[config.mk]
export PLATFORM = sky130hd
export DESIGN_NAME = mlaccel_acc_bank
export DESIGN_NICKNAME = d
export VERILOG_FILES = /design/src/rtl/mlaccel_acc_bank.sv
export SDC_FILE = /design/constraint.sdc
export NUM_CORES = 2
export LEC_CHECK = 0
export ABC_CLOCK_PERIOD_IN_PS = 20500
export CORE_AREA = 2 2 283 285
export CTS_CLUSTER_DIAMETER = 80
export DETAILED_ROUTE_END_ITERATION = 8
export DIE_AREA = 0 0 285 287
export GPL_TIMING_DRIVEN = 0
export PLACE_DENSITY_LB_ADDON = 0.05
export SYNTH_ARGS = -nofsm -noshare
export SYNTH_HDL_FRONTEND = slang
export SYNTH_SLANG_ARGS = --single-unit
[constraint.sdc]
create_clock -name clock -period 20.5 [get_ports clock]
set_input_delay 4.1 -clock clock [delete_from_list [all_inputs] [get_ports clock]]
set_output_delay 4.1 -clock clock [all_outputs]
set_load 0.01 [all_outputs]
[src/rtl/mlaccel_acc_bank.sv]
// NCH-channel accumulator bank with signed max reduction, masked updates and a
// back-pressured 8-bit write port. Define MLACCEL_ACC_ROUND_EN for round-half-up stores.
module mlaccel_acc_bank #(
    parameter int NCH  = 2,
    parameter int SZ   = 8,
    parameter int ACCW = 32,
    parameter int AW   = 16
) (
    input  logic                   clock,
    input  logic                   reset,
    input  logic                   op_valid,
    output logic                   op_ready,
    input  logic [3:0]             op_code,
    input  logic [NCH-1:0]         op_mask,
    input  logic [NCH*SZ*16-1:0]   op_prod,
    input  logic [NCH*ACCW-1:0]    op_ldata,
    input  logic [4:0]             op_shift,
    input  logic [AW-1:0]          op_addr,
    output logic                   wr_valid,
    input  logic                   wr_ready,
    output logic [NCH-1:0]         wr_en,
    output logic [AW-1:0]          wr_addr,
    output logic [8*NCH-1:0]       wr_data,
    output logic                   busy
);

    typedef enum logic [3:0] {
        OP_NOP   = 4'd0,
        OP_MACC  = 4'd1,
        OP_MACCZ = 4'd2,
        OP_MMAX  = 4'd3,
        OP_MMAXZ = 4'd4,
        OP_MMAXN = 4'd5,
        OP_LDSET = 4'd6,
        OP_LDADD = 4'd7,
        OP_LDMAX = 4'd8,
        OP_STORE = 4'd9,
        OP_RELU  = 4'd10
    } op_e;

    localparam logic signed [ACCW:0] SAT_HI = (ACCW+1)'(127);
    localparam logic signed [ACCW:0] SAT_LO = (ACCW+1)'(-128);

    op_e                    opCode;
    logic                   fire;
    logic                   isStore;
    logic [4:0]             shAmt;

    logic signed [ACCW-1:0] acc_q   [NCH];
    logic signed [ACCW-1:0] acc_d   [NCH];
    logic signed [ACCW-1:0] laneSum [NCH];
    logic signed [ACCW-1:0] laneMax [NCH];
    logic signed [ACCW-1:0] ldWord  [NCH];
    logic signed [ACCW:0]   wide    [NCH];
    logic signed [ACCW:0]   shifted [NCH];
    logic [7:0]             resByte [NCH];

    logic                   wr_valid_q, wr_valid_d;
    logic [NCH-1:0]         wr_en_q, wr_en_d;
    logic [AW-1:0]          wr_addr_q, wr_addr_d;
    logic [8*NCH-1:0]       wr_data_q, wr_data_d;

    function automatic logic signed [ACCW-1:0] sext16(input logic [15:0] v);
        return {{(ACCW-16){v[15]}}, v};
    endfunction

    function automatic logic signed [ACCW-1:0] smax(input logic signed [ACCW-1:0] a,
                                                     input logic signed [ACCW-1:0] b);
        return (a > b) ? a : b;
    endfunction

    assign opCode   = op_e'(op_code);
    assign op_ready = !wr_valid_q || wr_ready;
    assign fire     = op_valid && op_ready;
    assign isStore  = (opCode == OP_STORE) || (opCode == OP_RELU);
    assign shAmt    = (32'(op_shift) >= 32'(ACCW)) ? 5'(ACCW-1) : op_shift;

    always_comb begin
        for (int c = 0; c < NCH; c++) begin
            laneSum[c] = '0;
            laneMax[c] = sext16(op_prod[16*c*SZ +: 16]);
            for (int i = 0; i < SZ; i++) begin
                laneSum[c] = laneSum[c] + sext16(op_prod[16*(c*SZ+i) +: 16]);
                laneMax[c] = smax(laneMax[c], sext16(op_prod[16*(c*SZ+i) +: 16]));
            end
            ldWord[c] = op_ldata[ACCW*c +: ACCW];
        end
    end

    // Shift is done one bit wider than the accumulator so the rounding bias cannot wrap.
    always_comb begin
        for (int c = 0; c < NCH; c++) begin
            wide[c] = {acc_q[c][ACCW-1], acc_q[c]};
`ifdef MLACCEL_ACC_ROUND_EN
            wide[c] = wide[c] + $signed((({{ACCW{1'b0}}, 1'b1} << shAmt) >> 1));
`endif
            shifted[c] = wide[c] >>> shAmt;
            if (shifted[c] > SAT_HI)
                resByte[c] = 8'h7F;
            else if (shifted[c] < SAT_LO)
                resByte[c] = 8'h80;
            else
                resByte[c] = shifted[c][7:0];
            if ((opCode == OP_RELU) && (shifted[c] < 0))
                resByte[c] = 8'h00;
        end
    end

    always_comb begin
        for (int c = 0; c < NCH; c++) begin
            acc_d[c] = acc_q[c];
            if (fire && op_mask[c]) begin
                case (opCode)
                    OP_MACC:  acc_d[c] = acc_q[c] + laneSum[c];
                    OP_MACCZ: acc_d[c] = laneSum[c];
                    OP_MMAX:  acc_d[c] = smax(acc_q[c], laneMax[c]);
                    OP_MMAXZ: acc_d[c] = smax('0, laneMax[c]);
                    OP_MMAXN: acc_d[c] = laneMax[c];
                    OP_LDSET: acc_d[c] = ldWord[c];
                    OP_LDADD: acc_d[c] = acc_q[c] + ldWord[c];
                    OP_LDMAX: acc_d[c] = smax(acc_q[c], ldWord[c]);
                    default:  acc_d[c] = acc_q[c];
                endcase
            end
        end
    end

    // A new store may be loaded in the same cycle the previous one is consumed.
    always_comb begin
        wr_valid_d = wr_valid_q;
        wr_en_d    = wr_en_q;
        wr_addr_d  = wr_addr_q;
        wr_data_d  = wr_data_q;
        if (wr_valid_q && wr_ready)
            wr_valid_d = 1'b0;
        if (fire && isStore) begin
            wr_valid_d = 1'b1;
            wr_en_d    = op_mask;
            wr_addr_d  = op_addr;
            for (int c = 0; c < NCH; c++)
                wr_data_d[8*c +: 8] = resByte[c];
        end
    end

    always_ff @(posedge clock) begin
        if (reset) begin
            for (int c = 0; c < NCH; c++)
                acc_q[c] <= '0;
            wr_valid_q <= 1'b0;
            wr_en_q    <= '0;
            wr_addr_q  <= '0;
            wr_data_q  <= '0;
        end else begin
            for (int c = 0; c < NCH; c++)
                acc_q[c] <= acc_d[c];
            wr_valid_q <= wr_valid_d;
            wr_en_q    <= wr_en_d;
            wr_addr_q  <= wr_addr_d;
            wr_data_q  <= wr_data_d;
        end
    end

    assign wr_valid = wr_valid_q;
    assign wr_en    = wr_en_q;
    assign wr_addr  = wr_addr_q;
    assign wr_data  = wr_data_q;
    assign busy     = wr_valid_q;

endmodule

### After elaboration in Yosys (flattened, before gate mapping)

Memory sizes are Yosys's and may differ from the RTL's.
Index checks and enable logic that the tools add are counted.
W data, S select, Z words.

| storage, ports and cells | value |
|---|---|
| flip-flop bits (word level) | 35 |
| RAM bits | 64 |
| logic and storage cells | 111 |
| memories | 1 |

Memories:

| memory | depth | bits a word | rd ports | clocked after Yosys merged registers in | wr ports | line | RTL |
|---|---|---|---|---|---|---|---|
| acc_q | 2 | 32 | 2 | 0 | 2 | 49 | `logic signed [ACCW-1:0] acc_q [NCH];` |

| cells by class | value |
|---|---|
| $add $sub $neg | 18 |
| order comparisons | 26 |
| equality and inequality tests | 10 |
| shift-type cells | 2 |
| multiplexer cells | 37 |
| bitwise gates (word level) | 2 |
| reduce and logical (&&, ||, !) cells | 11 |

Operators by type and width:

| kind | count |
|---|---|
| $mux W32 | 24 |
| $pmux W32 S8 | 2 |
| $gt A32 B16 Y1 | 12 |
| $gt A32 B32 Y1 | 4 |
| $gt A33 B8 Y1 const B | 2 |
| $lt A33 B1 Y1 const B | 2 |
| $lt A33 B8 Y1 const B | 2 |
| $sshr A32 B5 Y33 | 2 |
| $add A32 B23 Y32 | 2 |
| $add A32 B32 Y32 | 2 |
| $gt A1 B32 Y1 const A | 2 |
| $mux W8 | 6 |
| $add A22 B16 Y23 | 2 |
| $add A21 B16 Y22 | 2 |
| $add A20 B16 Y21 | 2 |
| $add A19 B16 Y20 | 2 |
| $add A18 B16 Y19 | 2 |
| $add A17 B16 Y18 | 2 |
| $add A16 B16 Y17 | 2 |
| $gt A16 B16 Y1 | 2 |
| $eq A4 B3 Y1 const B | 4 |
| $eq A4 B4 Y1 const B | 3 |
| $eq A4 B2 Y1 const B | 2 |
| $logic_and A1 B1 Y1 | 7 |
| 6 further kinds | 12 |

### Depth between registers and ports, before layout

| logic depth | value |
|---|---|
| depth in word-level cells | 19 |
| gate-level depth with buffers | 86 |
| gate-level depth less buffers | 73 |

### Worst setup path before layout

Ideal clock, no wire load.

| timing path | value |
|---|---|
| path kind | input to register |
| from | in op_prod[17] |
| to | mem acc_q[0][14] |
| library setup time | 70 ps |
| data arrival time | 20978 ps |
| required time | 20430 ps |
| setup slack | -549 ps |
| stages on the path | 80 |
| cells stage by stage | inv_1 > ha_1 > nor2b_1 > o211a_1 > o211a_1 > nor4b_2 > nor3_2 > clkbuf_1 > buf_1 > a21o_1 > ha_1 > nand4_1 > or3_1 > o311ai_1 > o31ai_1 > or3_1 > buf_2 > buf_6 > [... 44 more ...] > a211oi_1 > nand3_1 > a31oi_2 > clkbuf_1 > clkbuf_1 > a21oi_1 > ha_1 > a21o_1 > a21oi_1 > o22ai_1 > or4_1 > a22oi_1 > a211oi_1 > a31oi_1 > clkbuf_1 > clkbuf_1 > o311ai_0 > a21oi_1 |

RTL lines:

| what | line | RTL |
|---|---|---|
| from (decl) | 15 | `input logic [NCH*SZ*16-1:0] op_prod,` |
| to (decl) | 49 |  |

==> impl_metrics.csv <==
group,metric,value,unit
run_status,outcome,"finished, final reports clean",
clock_network,cts_root_buf,"clkbuf_16",
placement,io_buffer_count,384,
finish,area_growth,32.0,%
pwr,power.switching,0.00466,W
timing,layout_worst_path_cycle_share,99.1,%
synthesis,synth_area_leaders,"ha_1 18%, fa_1 13%, dfxtp_1 6.3%",
clock_network,cts_buffer_depth,2,
synthesis,yosys_warnings,0,
critical_path,r2r_setup_slack,16.33,ns
synthesis,synth_commonest_cells,"468 x inv_1, 460 x ha_1, 378 x nand2_1",
critical_path,crit_required,20.82,ns
critical_path,start_kind,"input pin",
critical_path,critical_path_buf_inv_count,17,
timing,setup_ws,0.175,ns
route,post_drt_wl_per_cell,26.4,µm
floorplanning,die_h,287,µm
clock_network,worstSkewPairLatency,0.41,ns
synthesis,syn_nets,5024,
pwr,clkPwrFrac,2.5,%
finish,nets,5581,
placement,placed_area,0.0365,mm²
floorplanning,start_util,39.9,%
critical_path,max_stage_delay,0.61,ns
global_route,grt_pass1_vias,33000,
pwr,p_leak,18.4,nW
critical_path,setup.worst_path.class,"input pin to flop",
route,remaining_drc_errors,0,
hold_path,hold_class,"flop to flop",
route,vias,34300,
pwr,power.density,199,mW/mm²
critical_path,cp_max_fo,7,
floorplanning,die_x,285,µm
timing,rsz0062_at_grt,"true",
synthesis,synth_cells,4011,
timing,hold_violations,0,
pwr,p_total,0.00825,W
pwr,combPwrFrac,93.6,%
finish,nFillCells,7688,
flow_run,maxCapViolCount,0,
route,drt_iter0_markers,3429,
timing,maxSlewHeadroom,5.29,%
pwr,sw_frac_of_total,56.5,%
route,drt-total-wl,149000,µm
critical_path,cp_common_cell,"nand4_1",
finish,final_util,52.6,%
route,firstDrtPassIters,6,
synthesis,synth_seq_cells,99,
synthesis,synth-seq-area-share,6.33,%
global_route,antenna_found_initial,5,
clock_network,htree_levels,3,
global_route,grt_use_total,34.8,%
timing,finalCriticalPeriod,20.33,ns
synthesis,synth_edf_count,0,
pwr,ir_drop,0.139,mV
clock_network,cts_hold_buffers,0,
timing,drv_slew,0,
synthesis,synth_area_per_cell,7.81,µm²
synthesis,synthMostInstantiatedCell,"inv_1",
synthesis,mappedNetlistArea,0.0313,mm²
timing,worst_pin_slew,1.42,ns
critical_path,end_kind,"flop",
clock_network,cts_buffers,9,
timing,fin_hold_ws,0.455,ns
timing,fin_skew,0.00989,ns
global_route,grt_overflow,0,
clock_network,cts_tree,"yes",
synthesis,synth.distinct_cells,103,
clock_network,clk_pin_slew_worst_paths,0.09,ns
placement,routabilityCongestion,0.990,
global_route,grt_max_degree,23,
route,ant_nets,0,
floorplanning,die-area,0.0818,mm²
route,via_per_inst,6.09,
timing,finalSetupViolCount,0,
critical_path,crit_family,"simple AND/OR/NAND/NOR gates",
pwr,p_seq_share,3.9,%
clock_network,clock-sinks,99,
placement,dpl.hpwl,121000,µm
floorplanning,num_rows,103,
finish,stdcell_area,0.0413,mm²
pwr,power.internal,0.00358,W
floorplanning,ioPinCount,388,
synthesis,synth_top_area_share,18.4,%
global_route,grt_pass1_wl,213000,µm
floorplanning,coreArea,0.0786,mm²
synthesis,async_flop_share,0,%
critical_path,cpMaxStageDelayCell,"or4_4",
synthesis,synth.largest_area_cell,"ha_1",
critical_path,arrival,20.65,ns
finish,drive_gt1_share,17.9,%
timing,max_freq,49.2,MHz
synthesis,synthFlopType,"dfxtp_1",
placement,post-place-ws,-7.68,ns
==> repair_timing <==
item | CTS | global route
endpoints found under the setup margin | 64 | 64
pin swaps | 83 | 156
cloned | 5 | 11
hold endpoints to repair | 0 | 0
buffers inserted | 77 | 77
resized for setup | 418 | 406
==> cell usage in the layout, fill, tap and decap left out, drive strengths merged, types with 70 or more instances in the layout <==
| cell | instances |
|---|---|
| nand2 | 379 |
| nor2 | 261 |
| a211oi | 73 |
| nand3 | 83 |
| inv | 475 |
| clkdlybuf4s50 | 324 |
| nand4 | 70 |
| a21o | 106 |
| dfxtp | 99 |
| mux2i | 79 |
| clkbuf | 148 |
| fa | 202 |
| nor3 | 80 |
| o21ai | 226 |
| buf | 246 |
| a21oi | 331 |
| ha | 460 |
==> worst min-delay path: cells and delay by family (launching register included) <==
family	cells	cell delay, ns
AO/OA/AOI/OAI	1	0.05
flip-flops	1	0.32
AND/OR/NAND/NOR	1	0.05
==> power groups by stage <==
stage	clock, W	combinational, W	sequential [W]
floorplan	0	0.00463	0.000275
global placement	0	0.00643	0.000322
detailed placement	0	0.00641	0.000322
CTS	0.000205	0.00709	0.000317
global route	0.000210	0.00837	0.000327
finish	0.000203	0.00772	0.000324
==> metal layers <==
layer | GRT usage [%] | wire (µm) | up-vias
li1 | - | - | 15700
met1 | 48.1 | 63500 | 16700
met2 | 56.1 | 67600 | 1578
met3 | 5.25 | 13000 | 211
met4 | 9.83 | 4630 | 0
met5 | 0 | 0 | -
==> sequential cells by signal (all words and copies together) (netlist names) <==
register  count
wr_data      16
busy          1
wr_en         2
wr_addr      16
acc_q        64
==> final cells by class <==
type | count | area, µm² | area share (%)
Multi-Input combinational cell | 3259 | 29300 | 70.8
Antenna cell | 5 | 12.5 | 0.0303
Tap cell | 1050 | 1310 | 3.18
Sequential cell | 99 | 1980 | 4.79
Buffer | 173 | 1370 | 3.31
Clock inverter | 7 | 93.8 | 0.227
Inverter | 472 | 1780 | 4.32
Timing Repair Buffer | 554 | 5290 | 12.8
Clock buffer | 9 | 225 | 0.545
==> worst paths after layout <==
| check | endpoint | depth (start not counted) | from |
|---|---|---|---|
| worst max-delay path | acc_q[0][62]$_SDFFE_PP0P_ | 80 | op_prod[148] |
| worst min-delay path | wr_en[1]$_SDFFE_PP0P_ | 2 | wr_en[1]$_SDFFE_PP0P_ |
| worst max register to register | acc_q[0][63]$_SDFFE_PP0P_ | 11 | acc_q[0][33]$_SDFFE_PP0P_ |
| worst min register to register | wr_en[1]$_SDFFE_PP0P_ | 2 | wr_en[1]$_SDFFE_PP0P_ |
==> logic make-up after synthesis <==
logic type | synth area share (%)
XOR/XNOR | 2.24
AND/OR/NAND/NOR | 17.3
adder cells (fa/ha/maj) | 31.3
buffers and inverters | 8.21
AO/OA/AOI/OAI | 25.5
multiplexers | 9.15
flip-flops | 6.33
==> metrics by stage <==
| step | TNS, ns | instances |
|---|---|---|
| 3_5_place_dp | -469.94 | 5445 |
| 5_1_grt | -6.32 | 5626 |
| 2_1_floorplan | 0 | 4011 |
| 3_3_place_gp | -478.90 | 5445 |
| 6_report | 0 | 5628 |
| 4_1_cts | 0 | 5537 |
Note: power is estimated with default switching activity, not from simulation.
